### src/rtl/sdram_resp.sv
// Memory-side responder for the SDRAM_IF command/data protocol: register-array
// memory with late-write data phase, fixed-latency reads and saturating counters.
module sdram_resp #(
    parameter int          sd_a_width = 10,
    parameter int          mem_aw     = 6,
    parameter int          rd_lat     = 2,
    parameter logic [31:0] oor_data   = 32'hDEAD_BEEF
) (
    input  logic                  sdram_clk,
    input  logic                  sdram_rst_n,
    input  logic [sd_a_width-1:0] sd_A,
    input  logic                  sd_LD,
    input  logic                  sd_RW,
    input  logic [1:0]            sd_BWS,
    input  logic [31:0]           sd_DQ_in,
    output logic [31:0]           sd_DQ_out,
    output logic                  sd_DQ_oe,
    output logic [15:0]           rd_cnt,
    output logic [15:0]           wr_cnt,
    output logic [7:0]            err_cnt
);

    localparam int DEPTH = 1 << mem_aw;

    if (rd_lat < 1 || rd_lat > 4) begin : g_bad_rd_lat
        $error("sdram_resp: rd_lat must be in 1..4");
    end

    function automatic logic [15:0] sat_inc16(input logic [15:0] cnt, input logic inc);
        return (inc && cnt != 16'hFFFF) ? cnt + 16'd1 : cnt;
    endfunction

    function automatic logic [7:0] sat_inc8(input logic [7:0] cnt, input logic inc);
        return (inc && cnt != 8'hFF) ? cnt + 8'd1 : cnt;
    endfunction

    logic [31:0]       r_mem [DEPTH];

    logic              r_wr_pend;
    logic              r_wr_inr;
    logic [mem_aw-1:0] r_wr_addr;

    logic              r_rd_vld [rd_lat];
    logic [31:0]       r_rd_dat [rd_lat];

    logic              w_rd_cmd;
    logic              w_wr_cmd;
    logic              w_in_range;
    logic [mem_aw-1:0] w_addr;
    logic              w_commit;
    logic              w_fwd;
    logic [31:0]       w_lane_mask;
    logic [31:0]       w_mem_word;
    logic [31:0]       w_rd_word;

    assign w_rd_cmd    = sd_LD & sd_RW;
    assign w_wr_cmd    = sd_LD & ~sd_RW;
    assign w_in_range  = (sd_A[sd_a_width-1:mem_aw] == '0);
    assign w_addr      = sd_A[mem_aw-1:0];
    assign w_commit    = r_wr_pend & r_wr_inr;
    assign w_lane_mask = {{16{sd_BWS[1]}}, {16{sd_BWS[0]}}};
    assign w_mem_word  = r_mem[w_addr];

    // A read landing on the edge where a pending write commits sees the merged word.
    assign w_fwd       = w_commit && (r_wr_addr == w_addr);

    always_comb begin
        w_rd_word = w_mem_word;
        if (!w_in_range) begin
            w_rd_word = oor_data;
        end else if (w_fwd) begin
            w_rd_word = (sd_DQ_in & w_lane_mask) | (w_mem_word & ~w_lane_mask);
        end
    end

    always_ff @(posedge sdram_clk) begin
        if (w_commit) begin
            if (sd_BWS[0]) r_mem[r_wr_addr][15:0]  <= sd_DQ_in[15:0];
            if (sd_BWS[1]) r_mem[r_wr_addr][31:16] <= sd_DQ_in[31:16];
        end
    end

    always_ff @(posedge sdram_clk) begin
        if (w_wr_cmd) begin
            r_wr_addr <= w_addr;
            r_wr_inr  <= w_in_range;
        end
        r_rd_dat[0] <= w_rd_word;
        for (int k = 1; k < rd_lat; k++) begin
            r_rd_dat[k] <= r_rd_dat[k-1];
        end
    end

    always_ff @(posedge sdram_clk or negedge sdram_rst_n) begin
        if (!sdram_rst_n) begin
            r_wr_pend <= 1'b0;
            for (int k = 0; k < rd_lat; k++) begin
                r_rd_vld[k] <= 1'b0;
            end
            sd_DQ_out <= 32'h0;
            sd_DQ_oe  <= 1'b0;
            rd_cnt    <= 16'h0;
            wr_cnt    <= 16'h0;
            err_cnt   <= 8'h0;
        end else begin
            r_wr_pend   <= w_wr_cmd;
            r_rd_vld[0] <= w_rd_cmd;
            for (int k = 1; k < rd_lat; k++) begin
                r_rd_vld[k] <= r_rd_vld[k-1];
            end
            // Last stage drives the bus; data holds its last value between reads.
            sd_DQ_oe <= r_rd_vld[rd_lat-1];
            if (r_rd_vld[rd_lat-1]) begin
                sd_DQ_out <= r_rd_dat[rd_lat-1];
            end
            rd_cnt  <= sat_inc16(rd_cnt, w_rd_cmd);
            wr_cnt  <= sat_inc16(wr_cnt, w_wr_cmd);
            err_cnt <= sat_inc8(err_cnt, sd_LD && !w_in_range);
        end
    end

endmodule

### config.mk
export PLATFORM = sky130hd
export DESIGN_NAME = sdram_resp
export DESIGN_NICKNAME = d
export VERILOG_FILES = /design/src/rtl/sdram_resp.sv
export SDC_FILE = /design/constraint.sdc
export NUM_CORES = 2
export LEC_CHECK = 0
export ABC_CLOCK_PERIOD_IN_PS = 3900
export CAP_MARGIN = 20
export CORE_MARGIN = 3
export CORE_UTILIZATION = 70
export CTS_BUF_LIST = sky130_fd_sc_hd__clkbuf_2 sky130_fd_sc_hd__clkbuf_4 sky130_fd_sc_hd__clkbuf_8
export DETAILED_ROUTE_END_ITERATION = 6
export DONT_BUFFER_PORTS = 1
export HOLD_SLACK_MARGIN = 0.15
export PLACE_DENSITY_LB_ADDON = 0.05
export SYNTH_ARGS = -nofsm -noshare
export SYNTH_HDL_FRONTEND = slang
export SYNTH_SLANG_ARGS = --single-unit
### constraint.sdc
create_clock -name sdram_clk -period 3.9 [get_ports sdram_clk]
set_clock_uncertainty 0.05 [all_clocks]
set_input_delay 0.78 -clock sdram_clk [delete_from_list [all_inputs] [get_ports sdram_clk]]
set_output_delay 0.78 -clock sdram_clk [all_outputs]
set_load 0.02 [all_outputs]
==> key figures <==
Run status
  • Status: complete, but fails checks
  • Failing checks: max-slew violations, negative setup slack

GRT
  • Largest net degree at the start of global routing: 492
  • Initial antenna violation count: 14
  • Gr ovfl total: 0
  • Total track usage: 34.63%
  • First-pass GRT wire length: 304.4 mm
  • Vias in the first global route: 44042

Detailed routing
  • Vias after detailed routing: 43273
  • DRT Pass-1 Iters: 6
  • Initial DRC count: 6626
  • Routed Antenna Nets: 0
  • DR vias/cell: 7.036
  • Residual DRC: 0
  • Drt wl/cell: 34.34 um
  • Drt total wl: 211.2 mm

Floorplanning
  • I/O Pins: 121
  • Die Width: 352.4 um
  • Die ar.: 124200 um2
  • Area of the core: 118600 um2
  • Starting Density: 70.86%
  • Die height: 352.4 um
  • Site row count: 126

Place
  • IO Port Bufs: 0
  • Gp weighted congestion: 0.9123
  • Detail Placement HPWL: 113.3 mm
  • DP Cell Count: 5469
  • Pre-CTS setup slack: 0.3623 ns

Worst setup path
  • Worst setup EP type: flop
  • Crit path kind: primary input to flop
  • Slowest-stage cell, CP: mux4_2
  • Reg2Reg Setup Slack: 1.07 ns
  • CP most frequent cell: a211oi_1
  • R2R depth: 3
  • Worst path max stage delay: 2.04 ns
  • Worst endpoint data arrival time: 6.53 ns
  • CP startpoint kind: primary input
  • RR Endpoint: r_mem[56][7]$_DFFE_PP_
  • Crit Path Max Fanout: 491
  • Worst path cell trace: mux4_2 > nor2b_1 > a211oi_1 > a31oi_1 > a211oi_1 > o31ai_1
  • Worst Path Required: 4.73 ns
  • Worst reg2reg path startpoint: r_wr_addr[0]$_DFFE_PP_

Clock network
  • Clock buffer depth: 4
  • Clock sink total: 2195
  • Num CTS Buffers: 344
  • Setup bufs post-CTS: 0
  • Root Driver: clkbuf_8
  • PostCTS Resize Cnt: 0
  • Clock Latency Late Sink: 1.03 ns
  • Clock Pin Slew Worst Setup and Hold Paths: 0.06 ns
  • CTS tree: yes
  • CTS HTree Levels: 5

Yosys
  • Synth Net Count: 3960
  • Yosys cell types: 65
  • Seq/Total Area, Yosys: 77.25%
  • Ranking of synthesized cells by area: edfxtp_1 73%, mux4_2 13%, dfrtp_1 2.3%, mux2i_1 2.1%, dfxtp_1 1.5%
  • Yosys warning count: 0
  • Avg Inst Size Synth: 21.49 um2
  • Post-synthesis register bit count: 2195
  • Number of flops mapped to enable cells by yosys: 2055
  • Main synth FF type: edfxtp_1
  • Cell taking the most area after synthesis: edfxtp_1
  • Most frequent cell after synthesis: edfxtp_1
  • Cell count after synthesis: 3909
  • Mapped cell area: 84010 um2
  • Synth top cells by count: 2055 x edfxtp_1, 497 x mux4_2, 179 x nor2_1
  • Yosys top cell area share: 73.46%
  • Asr flop ratio synth: 3.462%

STA
  • Setup ws final: -1.803 ns
  • Max Clk Rate: 0.1753 GHz
  • Final period util: 146.2%
  • Setup TNS: -34.24 ns
  • Min Hold Slack: 0.2658 ns
  • Slew margin rel.: -202.2%
  • Period minus WS final: 5.703 ns
  • RSZ-0062 raised after global routing: false
  • Slew @ Worst Pin: 4.533 ns
  • Pins Over Slew Limit: 505
  • Final setup violation count: 32
  • Fin. Hold Viols: 0

Worst hold path
  • Hold path startpoint: sd_BWS[0]
  • Hold path depth: 4
  • Worst hold path endpoint: r_rd_dat[0][4]$_SDFF_PN0_
  • Type of the worst min-delay path: primary input to flop

Power
  • Switch share: 21.10%
  • P_sw: 9.871 mW
  • Clock share of power: 39.6%
  • Comb power frac: 4.5%
  • Power Total: 46.78 mW
  • Leak: 30.66 nW
  • Internal: 36.91 mW
  • Peak supply drop: 0.4215 mV
  • Reg power frac: 56.0%
  • PwrDens: 496.9 nW/um2

Cells and area
  • Syn-to-layout area delta: 12.07%
  • Layout cell share with drive strength beyond 1: 29.25%
  • Net count reported at finish: 4345
  • Finished Layout Cells: 6150

Job
  • Maxcap violations: 0
## metrics by stage
stage / util, % / cell area (um2)
6_report: 79.42 / 94150
5_1_grt: 79.40 / 94140
4_1_cts: 79.39 / 94130
3_5_place_dp: 72.73 / 86220
3_3_place_gp: 72.72 / 86210
2_1_floorplan: - / 84010
## routing by layer
metal / wire (um) / GRT usage, %
met5: 69 / 0
met4: 8639 / 13.72
met3: 28400 / 10.84
met2: 98570 / 51.60
met1: 75490 / 49.30
## worst max path at each step
stage	start	endpoint	slack (ns)	depth (start not counted)
floorplan	sd_A[0]	r_rd_dat[0][21]$_SDFF_PN1_	1.03	8
global placement	sd_A[0]	r_rd_dat[0][3]$_SDFF_PN1_	0.47	5
detailed placement	sd_A[0]	r_rd_dat[0][3]$_SDFF_PN1_	0.36	5
CTS	r_wr_addr[0]$_DFFE_PP_	r_mem[56][7]$_DFFE_PP_	1.11	3
global route	wr_cnt[0]$_DFFE_PN0P_	wr_cnt[12]$_DFFE_PN0P_	0.96	7
finish	sd_A[0]	r_rd_dat[0][12]$_SDFF_PN1_	-1.80	6
## layout by cell type, fill, tap and decap left out, types with 9 or more instances in the layout
master         count
nor2_1           154
nor2_2            25
dfrtp_1           75
buf_16            33
a31oi_1            9
mux2_2            52
nor3_1            14
a22oi_1           32
xor2_1            12
nor2b_1           25
o22ai_1           34
edfxtp_1        2055
a221oi_1          18
dlygate4sd3_1     42
o211ai_1          19
o21ai_1           12
a211oi_1          24
clkbuf_8         365
a21oi_1           42
clkbuf_4         125
clkinv_1          63
nand2b_1          10
nand2_1          102
mux2i_1          177
clkinv_2          35
nand4_1           20
dfxtp_1           64
inv_1             10
o21ai_0           29
nand3_1           48
xnor2_1           30
and3_1            16
buf_4            166
mux4_2           497
## power groups by stage
stage                     clock network [mW]  logic (mW)  registers, mW
after floorplan                            0        1.33           26.6
after global placement                     0        1.37           26.7
after detailed placement                   0        1.40           26.7
after CTS                               18.7        1.95           26.2
after global routing                    19.8        2.09           26.2
final                                   18.5        2.08           26.2
## area by class of cell
class                           instances  area (um2)
Sequential cell                      2195       64890
Clock inverter                        106       563.0
Antenna cell                            7       17.52
Inverter                               11       41.29
Clock buffer                          489        5954
Timing Repair Buffer                  250        2734
Multi-Input combinational cell       1492       17940
Tap cell                             1600        2002
Fill cell                            5806       24400
## state kept, by name, indices dropped and copies added, names as in the netlist
signal     count
r_rd_dat      64
r_wr_addr      6
rd_cnt        16
r_mem       2048
r_rd_vld       2
r_wr_inr       1
sd_DQ_oe       1
err_cnt        8
r_wr_pend      1
wr_cnt        16
sd_DQ_out     32
## timing repair
| action | 4_1_cts | 5_1_grt |
|---|---|---|
| hold buffers | 78 | 0 |
| setup endpoints to repair | 0 | 0 |
| endpoints found under the hold margin | 2176 | 0 |
## logic make-up after synthesis
group	share of synthesized area, %
adders and majority gates	0.04469
DFF	77.25
and+or+nand+nor	2.465
xor gates and xnor gates	0.4379
muxes	16.13
AOI/OAI and AO/OA	2.194
buffers and inverters	1.483
## critical path, delay by kind of cell
kind | cells | cell delay [ns]
simple gates | 1 | 0.20
compound gates | 4 | 1.53
mux | 1 | 2.04
Power figures use the tool's default switching activity.
